**src/rtl/rf_pkg.sv**
```systemverilog
// Shared defaults and the write-qualification helper for the pipelined register file.
package rf_pkg;

  localparam int RF_DATA_W = 8;
  localparam int RF_ADDR_W = 3;
  localparam int RF_NUM_RD = 2;

  // A write commits unless it targets a hardwired-zero register 0.
  function automatic logic rf_writable(input logic [31:0] addr, input logic we,
                                       input logic zero_reg);
    return we && !(zero_reg && (addr == 32'd0));
  endfunction

endpackage

```
**src/rtl/rf_read_port.sv**
```systemverilog
// One read port: write bypass, zero-register gating and the ID/EXE latch slice.
module rf_read_port
  import rf_pkg::*;
#(
  parameter int DATA_W   = RF_DATA_W,
  parameter int ADDR_W   = RF_ADDR_W,
  parameter int ZERO_REG = 1
) (
  input  logic              clk,
  input  logic              rf_reset,
  input  logic              hold,
  input  logic              flush,
  input  logic [ADDR_W-1:0] raddr,
  input  logic              wr_en,
  input  logic [ADDR_W-1:0] waddr,
  input  logic [DATA_W-1:0] wdata,
  input  logic [DATA_W-1:0] stored,
  output logic [DATA_W-1:0] data
);

  logic [DATA_W-1:0] read_val;

  always_comb begin
    read_val = stored;
    if (wr_en && (waddr == raddr)) read_val = wdata;
    // Gate after the bypass so r0 stays zero even when a write targets it.
    if ((ZERO_REG != 0) && (raddr == '0)) read_val = '0;
  end

  always_ff @(posedge clk) begin
    if (rf_reset)   data <= '0;
    else if (flush) data <= '0;
    else if (!hold) data <= read_val;
  end

endmodule

```
**src/rtl/rf_pipe_regfile.sv**
```systemverilog
// Parametrised register file with registered multi-port reads, bypass, hold and flush.
module rf_pipe_regfile
  import rf_pkg::*;
#(
  parameter int DATA_W   = RF_DATA_W,
  parameter int ADDR_W   = RF_ADDR_W,
  parameter int NUM_RD   = RF_NUM_RD,
  parameter int ZERO_REG = 1
) (
  input  logic                     clk,
  input  logic                     rf_reset,
  input  logic                     rf_we,
  input  logic [ADDR_W-1:0]        rf_waddr,
  input  logic [DATA_W-1:0]        rf_wdata,
  input  logic [NUM_RD*ADDR_W-1:0] rd_addr,
  input  logic                     hold,
  input  logic                     flush,
  output logic [NUM_RD*DATA_W-1:0] rd_data,
  output logic                     rd_valid
);

  localparam int DEPTH = 1 << ADDR_W;

  logic [DATA_W-1:0] mem [DEPTH];
  logic              wr_en;

  assign wr_en = rf_writable(32'(rf_waddr), rf_we, ZERO_REG != 0);

  // rd_valid marks the latch as holding a loaded operand set; it follows the
  // same reset > flush > hold > load priority as the data slices.
  always_ff @(posedge clk) begin
    if (rf_reset) begin
      for (int i = 0; i < DEPTH; i++) mem[i] <= '0;
      rd_valid <= 1'b0;
    end else begin
      if (wr_en) mem[rf_waddr] <= rf_wdata;
      if (flush)      rd_valid <= 1'b0;
      else if (!hold) rd_valid <= 1'b1;
    end
  end

  for (genvar gi = 0; gi < NUM_RD; gi++) begin : g_rd
    logic [ADDR_W-1:0] raddr;
    logic [DATA_W-1:0] stored;

    assign raddr  = rd_addr[gi*ADDR_W +: ADDR_W];
    assign stored = mem[raddr];

    rf_read_port #(
      .DATA_W  (DATA_W),
      .ADDR_W  (ADDR_W),
      .ZERO_REG(ZERO_REG)
    ) u_port (
      .clk     (clk),
      .rf_reset(rf_reset),
      .hold    (hold),
      .flush   (flush),
      .raddr   (raddr),
      .wr_en   (wr_en),
      .waddr   (rf_waddr),
      .wdata   (rf_wdata),
      .stored  (stored),
      .data    (rd_data[gi*DATA_W +: DATA_W])
    );
  end

endmodule

```
**config.mk**
```make
export PLATFORM = sky130hd
export DESIGN_NAME = rf_pipe_regfile
export DESIGN_NICKNAME = d
export VERILOG_FILES = /design/src/rtl/rf_pkg.sv /design/src/rtl/rf_read_port.sv /design/src/rtl/rf_pipe_regfile.sv
export SDC_FILE = /design/constraint.sdc
export NUM_CORES = 1
export LEC_CHECK = 0
export CORE_AREA = 2 2 122 124
export DETAILED_ROUTE_END_ITERATION = 16
export DIE_AREA = 0 0 124 126
export PLACE_DENSITY = 0.57
export SLEW_MARGIN = 25
export SYNTH_ARGS = -nofsm -noshare
export SYNTH_HDL_FRONTEND = slang
export SYNTH_SLANG_ARGS = --single-unit
export TNS_END_PERCENT = 10
```
**constraint.sdc**
```tcl
create_clock -name clk -period 5.5 [get_ports clk]
set_clock_uncertainty 0.15 [all_clocks]
set_input_delay 1.1 -clock clk [delete_from_list [all_inputs] [get_ports clk]]
set_output_delay 1.1 -clock clk [all_outputs]
set_load 0.03 [all_outputs]
```
==> impl_results.md, run 1 <==
- Outcome: finished, final reports clean
- #FFs+latches synth: 81
- Sequential area share after synthesis: 0.540
- Netlist cell types: 36
- Row count: 44
- Reg2reg start: mem[1][5]$_SDFFCE_PN0P_
- MaxCap Viol Count: 0
- WP buf/inv: 1
- Drt total wl: 11000 um
- Synth top area share: 0.459
- H-tree Lvls: 3
- DPL Wire Length: 7600 um
- Fin. Hold Viols: 0
- Slowest cell on crit path: clkdlybuf4s50_1
- Die width: 124 um
- Critical-path cell list: clkdlybuf4s50_1, xor2_1, nor4_4, nor2b_1, a221o_1
- Port Buffers: 38
- First-pass GRT wire length: 16300 um
- Simple-gate portion of the synthesized area: 0.142
- Hold Crit Class: reg -> reg
- Multi-input logic area: 1820 sq um
- Post-synthesis mux area share: 0.221
- Leak Pwr: 1.74 nW
- IO Pins: 39
- Die area: 15600 sq um
- Complex-gate fraction of the synthesized area: 0.0505
- Post-Synth Adder-Cell Area: 0
- Worst-Skew Late Latency: 0.33 ns
- Vias in the first global route: 2628
- Total CTS buffers: 9
- CP arrival: 3.71 ns
- Worst Hold Launch: rd_valid$_SDFFE_PP0N_
- Crit Path Category: in -> reg
- Unrepaired setup endpoints after global routing: no
- Largest family of logic cells by synthesized area: multiplexers
- Iteration count of the initial detailed-routing pass: 4
- Gr usage total: 0.148
- Setup Viol. Count Final: 0
- Mapped Area: 4190 sq um
- Largest area contributor in the netlist: edfxtp_1
- Total global routing overflow: 0
- Final min period: 3.59 ns
- Top post-synthesis cells by area: edfxtp_1, mux4_2, and2_1
- CTS clock-pin slew for the worst setup and hold paths: 0.06 ns
- Core box area: 14300 sq um
- Xor/xnor share of the synthesized area: 0.0125
- Initial core utilization: 0.293
- Sequential cell area: 2260 sq um
- ANT nets after route: 0
- Max Slew Vio Count: 0
- CTS tree: yes
- Avg Synthesized Cell Area: 15.5 sq um
- Clk buf depth: 2
- Initial antenna violation count: 0
- Final nets: 339
- Largest net degree at the start of global routing: 21
- CP max stage delay: 1.16 ns
- CP top delay family: buffers and inverters
- Crit path max fanout: 18
- Fin crit share: 0.653
- Initial drt markers: 209
- Worst path required time: 5.62 ns
- Via count: 2575
- Slew headroom: 0.300
- Worst Tran Pin Value: 1.05 ns
- Routability cong.: 0.815
- Syn. warnings: 0
- Post_cts resized: 0
- ANT cells: 0
- Peak VDD IR: 0.155 mV
- P&R area growth vs syn: 19.1%
- Mapped Cells: 271
- DRC Markers: 0
- Pwr dens: 288 nW/um^2
- Root buffer cell: clkbuf_16
- Die height: 126 um
- Setup TNS: 0 ns
- Fillcell total: 1369
- FMAX: 0.279 GHz
- Wirelength per Cell: 21.8 um
- Crit. End Element: register
- Crit path from: rd_addr[2]
- Via-to-Cell Ratio: 5.09
- Hold buffers post-CTS: 0
- Ratio of cells with drive above 1 in the final layout: 0.193
- Postcts setup bufs: 0
- Startpoint type of the worst setup path: primary input
- Design Power: 1.44 mW
- Clock Sinks: 81
-- synthesized netlist by cell type, drive strengths merged --
cell type,instances
a221o,16
clkdlybuf4s15,1
nand2b,2
mux2,8
nor2b,1
nand3b,1
dfxtp,17
nor3,10
and2,64
o31ai,3
dlygate4sd1,1
edfxtp,64
mux2i,8
or3b,1
nor3b,1
conb,1
or2,7
nor2,7
inv,1
clkbuf,5
xor2,6
nand2,1
nor4,2
a211oi,1
o311a,1
buf,9
mux4,32
-- power breakdown --
group	switching (mW)	leakage, nW	internal, mW
Combinational	0.0932	0.867	0.0896
Clock	0.229	0.122	0.307
Sequential	0.0200	0.753	0.699
-- logic make-up after synthesis --
| kind of cell | after synthesis |
|---|---|
| AND/OR/NAND/NOR | 97 |
| flip-flops | 81 |
| multiplexers | 48 |
| AO/OA/AOI/OAI | 21 |
| buffers and inverters | 17 |
| XOR/XNOR | 6 |
| other | 1 |
-- worst register-to-register path, cell delays in order (launching register included) --
cell and delay [ns]:
edfxtp_1 0.41, mux4_1 0.56, mux2_2 0.29, a221o_1 0.31
-- path summary, 6_finish.rpt --
kind	endpoint	slack, ns	depth (start not counted)
max reg2reg	g_rd[1].u_port.data[5]$_SDFFE_PP0N_	3.66	3
min reg2reg	rd_valid$_SDFFE_PP0N_	0.31	2
min	rd_valid$_SDFFE_PP0N_	0.31	2
max	g_rd[0].u_port.data[1]$_SDFFE_PP0N_	1.91	5
-- layer usage --
| layer | track usage | vias to the layer above | wire, um |
|---|---|---|---|
| met5 | 0 | - | 0 |
| met3 | 0.0322 | 2 | 872 |
| met2 | 0.250 | 97 | 5580 |
| met4 | 0.0317 | 0 | 19 |
| met1 | 0.196 | 1320 | 4540 |
| li1 | - | 1156 | - |
-- layout by cell type, fill, tap and decap left out --
cell and instances:
edfxtp_1 64, and2_1 63, clkdlybuf4s50_1 37, mux4_2 23
dfxtp_1 17, a221o_1 16, nor3_1 10, mux4_1 9
clkbuf_16 9, mux2_2 8, mux2i_1 8, conb_1 8
nor2_1 7, or2_2 7, xor2_1 6, clkbuf_1 6
buf_4 6, nand2b_1 2, o31ai_2 2, or3b_2 1
nand2_1 1, nand3b_1 1, nor4_1 1, o311a_2 1
o31ai_1 1, nor3b_2 1, and2_2 1, nor4_4 1
nor2b_1 1, inv_1 1, a211oi_1 1, clkinv_2 1
buf_2 1
-- sequential cells by signal, indices dropped and copies added (netlist names) --
register,cells
mem,64
g_rd.u_port.data,16
rd_valid,1
-- metrics by stage --
| step | hold WS [ns] | setup WS, ns | std cells | utilization | cell area, sq um |
|---|---|---|---|---|---|
| 5_1_grt | 0.338 | 1.73 | 506 | 0.349 | 4990 |
| 4_1_cts | 0.309 | 1.93 | 506 | 0.349 | 4990 |
| 2_1_floorplan | 0.421 | 2.82 | 278 | - | 4210 |
| 3_3_place_gp | 0.293 | 1.71 | 490 | 0.331 | 4740 |
| 3_5_place_dp | 0.297 | 1.60 | 490 | 0.331 | 4740 |
| 6_report | 0.309 | 1.91 | 506 | 0.349 | 4990 |
-- cell type report --
type,count,share of cell area
tap,184,0.0462
timing repair buffer,44,0.0843
clock inverter,1,0.00100
multi-input combinational,180,0.365
sequential,81,0.453
clock buffer,15,0.0497
inverter,1,0.000752
Power figures use the tool's default switching activity.
==> run 2, diff against run 1 <==
==> constraint.sdc (replaced) <==
create_clock -name clk -period 3.65 [get_ports clk]
set_clock_uncertainty 0.15 [all_clocks]
set_input_delay 0.73 -clock clk [delete_from_list [all_inputs] [get_ports clk]]
set_output_delay 0.73 -clock clk [all_outputs]
set_load 0.03 [all_outputs]
==> run 2 against run 1 <==
  * Total power rose by 62%
  * Critical path type unchanged
  * Critical path depth is the same
  * Sequential cell count did not move
  * Global-route usage grew 0.22 points
  * Count of clock-buffer cells in the layout fell by 6
  * Final cell count grew 2.2%
==> impl_results.md, run 2 (synthesis results as in run 1) <==
- Wirelength per Cell: 21.7 um (about the same)
- DRC Markers: 0 (unchanged)
- Hold buffers post-CTS: 0 (unchanged)
- Final Non-Filler Cells: 517 (+2.2%)
- Critical-path cell list: clkdlybuf4s50_1, o31ai_2, nor2b_1, buf_4, a221o_1
- Slowest cell on crit path: o31ai_2
- Setup TNS: 0 ns (unchanged)
- Fin crit share: 0.775
- Sequential Power Share: 0.464 (-0.036)
- DPL Wire Length: 7290 um (-4.2%)
- Via-to-Cell Ratio: 5.18 (+1.8%)
- Slew headroom: 0.346 (+0.0458)
- Worst path depth: 5 (unchanged)
- Fin. Hold Viols: 0 (unchanged)
- Vias in the first global route: 2763 (+5.1%)
- Postcts setup bufs: 0 (unchanged)
- Most common cell after layout, fill and taps aside: edfxtp_1
- Worst path required time: 3.72 ns (-1.90 ns)
- P&R area growth vs syn: 23.1%
- NetSw: 538 uW (+57%)
- Hold path cells: 2 (unchanged)
- Routability cong.: 0.791 (-3.0%)
- Most flops, register: mem
- ANT nets after route: 0 (unchanged)
- Crit. End Element: register
- Worst Hold Launch: rd_valid$_SDFFE_PP0N_
- Iteration count of the initial detailed-routing pass: 4 (unchanged)
- Worst-Skew Late Latency: 0.34 ns (about the same)
- Comb pwr share: 0.119 (-0.008)
- Crit path max fanout: 9 (-9)
- FF-to-FF path depth: 3 (unchanged)
- Reg2reg start: mem[1][2]$_SDFFCE_PN0P_
- Setup WS post-layout: 0.823 ns (-1.09 ns)
- Initial core utilization: 0.293 (unchanged)
- Hold Crit Class: reg -> reg
- Pre-CTS setup slack: 0.452 ns (-1.15 ns)
- Worst Tran Pin Value: 0.975 ns (-0.0700 ns)
- First-pass GRT wire length: 16600 um (+1.8%)
- Die height: 126 um (unchanged)
- Final nets: 351 (+3.5%)
- Design Area, Final: 5150 sq um (+3.3%)
- Most frequent cells in the layout: edfxtp_1, and2_1, clkdlybuf4s50_1
- Drt total wl: 11200 um (+2.1%)
- Total CTS buffers: 9 (unchanged)
- Pwr dens: 452 nW/um^2 (+57%)
- Die width: 124 um (unchanged)
- Placed Cells: 502 (+2.4%)
- WP buf/inv: 2 (+1)
- Crit Path Category: in -> reg
- Ratio of cells with drive above 1 in the final layout: 0.234 (+0.0417)
- FMAX: 0.354 GHz
- Largest net degree at the start of global routing: 20 (-4.8%)
- CP max stage delay: 0.91 ns (-0.25 ns)
- Flop-to-flop setup slack: 1.85 ns (-1.81 ns)
- Post-layout util: 0.360 (+0.0116)
- CP top delay family: compound AO/OA/AOI/OAI gates
- Total global routing overflow: 0 (unchanged)
- Initial drt markers: 202 (-3.3%)
- Clk buf depth: 2 (unchanged)
- Core box area: 14300 sq um (unchanged)
- Gr usage total: 0.150 (+0.00215)
- ANT cells: 0 (unchanged)
- Clk pwr share: 0.417 (+0.044)
- Hold endpoint: rd_valid$_SDFFE_PP0N_
- Die area: 15600 sq um (unchanged)
- Port Buffers: 38 (unchanged)
- Initial antenna violation count: 0 (unchanged)
- Unrepaired setup endpoints after global routing: no
- Startpoint type of the worst setup path: primary input
- Reg2reg end: g_rd[1].u_port.data[2]$_SDFFE_PP0N_
- CTS tree: yes
- MaxCap Viol Count: 0 (unchanged)
- Leak Pwr: 1.83 nW (+5.3%)
- Post_cts resized: 0 (unchanged)
- Max Slew Vio Count: 0 (unchanged)
- Switching Share: 0.231 (-0.00704)
- Outcome: finished, final reports clean
- Final min period: 2.83 ns
- Via count: 2679 (+4.0%)
- Row count: 44 (unchanged)
- Biggest regs: mem x64, g_rd.u_port.data x16, rd_valid x1
- Dpl cell area: 4840 sq um (+2.0%)
- Peak VDD IR: 0.238 mV (+54%)
- H-tree Lvls: 3 (unchanged)
- Design Power: 2.33 mW (+62%)
- Clock Sinks: 81 (unchanged)
- Root buffer cell: clkbuf_16
- Pint: 1.79 mW (+64%)
- Hold WS: 0.320 ns (+0.0112 ns)
- Max reg flops: 64 (unchanged)
- CTS clock-pin slew for the worst setup and hold paths: 0.06 ns (about the same)
- IO Pins: 39 (unchanged)
- CP arrival: 2.90 ns (-0.81 ns)
- Setup Viol. Count Final: 0 (unchanged)
[run 2: per-layer routing]
metal  share of wire  global-route usage  up-vias  wire, um
li1                -                   -     1180         -
met1            0.40               0.181     1380      4540
met2            0.52               0.268       95      5820
met3           0.062              0.0412       24       695
met4           0.017              0.0291        0       188
met5               0                   0        -         0
[run 2: worst min-delay path: cells and delay by family, from the launching register on]
kind | cells | cell delay [ns]
DFF | 1 | 0.31
AOI/OAI and AO/OA | 1 | 0.06
buffers and inverters | 1 | 0.05
[run 2: power by group through the flow]
stage	Sequential (mW)	Combinational [mW]	Clock, mW
after global routing	1.09	0.296	1.02
after CTS	1.08	0.280	0.979
after floorplan	1.10	0.166	0
after detailed placement	1.10	0.278	0
after global placement	1.10	0.275	0
final	1.08	0.277	0.972
[run 2: worst max-delay path by stage]
stage,slack [ns],to,startpoint
after floorplan,1.34,g_rd[1].u_port.data[0]$_SDFFE_PP0N_,rd_addr[3]
after global placement,0.48,g_rd[0].u_port.data[5]$_SDFFE_PP0N_,rd_addr[1]
after detailed placement,0.45,g_rd[0].u_port.data[4]$_SDFFE_PP0N_,rd_addr[1]
after CTS,0.79,g_rd[0].u_port.data[1]$_SDFFE_PP0N_,rd_addr[1]
after global routing,0.76,g_rd[0].u_port.data[3]$_SDFFE_PP0N_,rd_addr[1]
final,0.82,g_rd[0].u_port.data[1]$_SDFFE_PP0N_,rd_addr[1]
[run 2: cell type report]
cell class | count | area, sq um
flip-flops and latches | 81 | 2260
fillers | 1376 | 9160
repair buffers | 56 | 515
well taps | 184 | 230
multi-input cells | 180 | 1830
clock inverters | 6 | 92.6
clock buffers | 9 | 225
inverters | 1 | 3.75
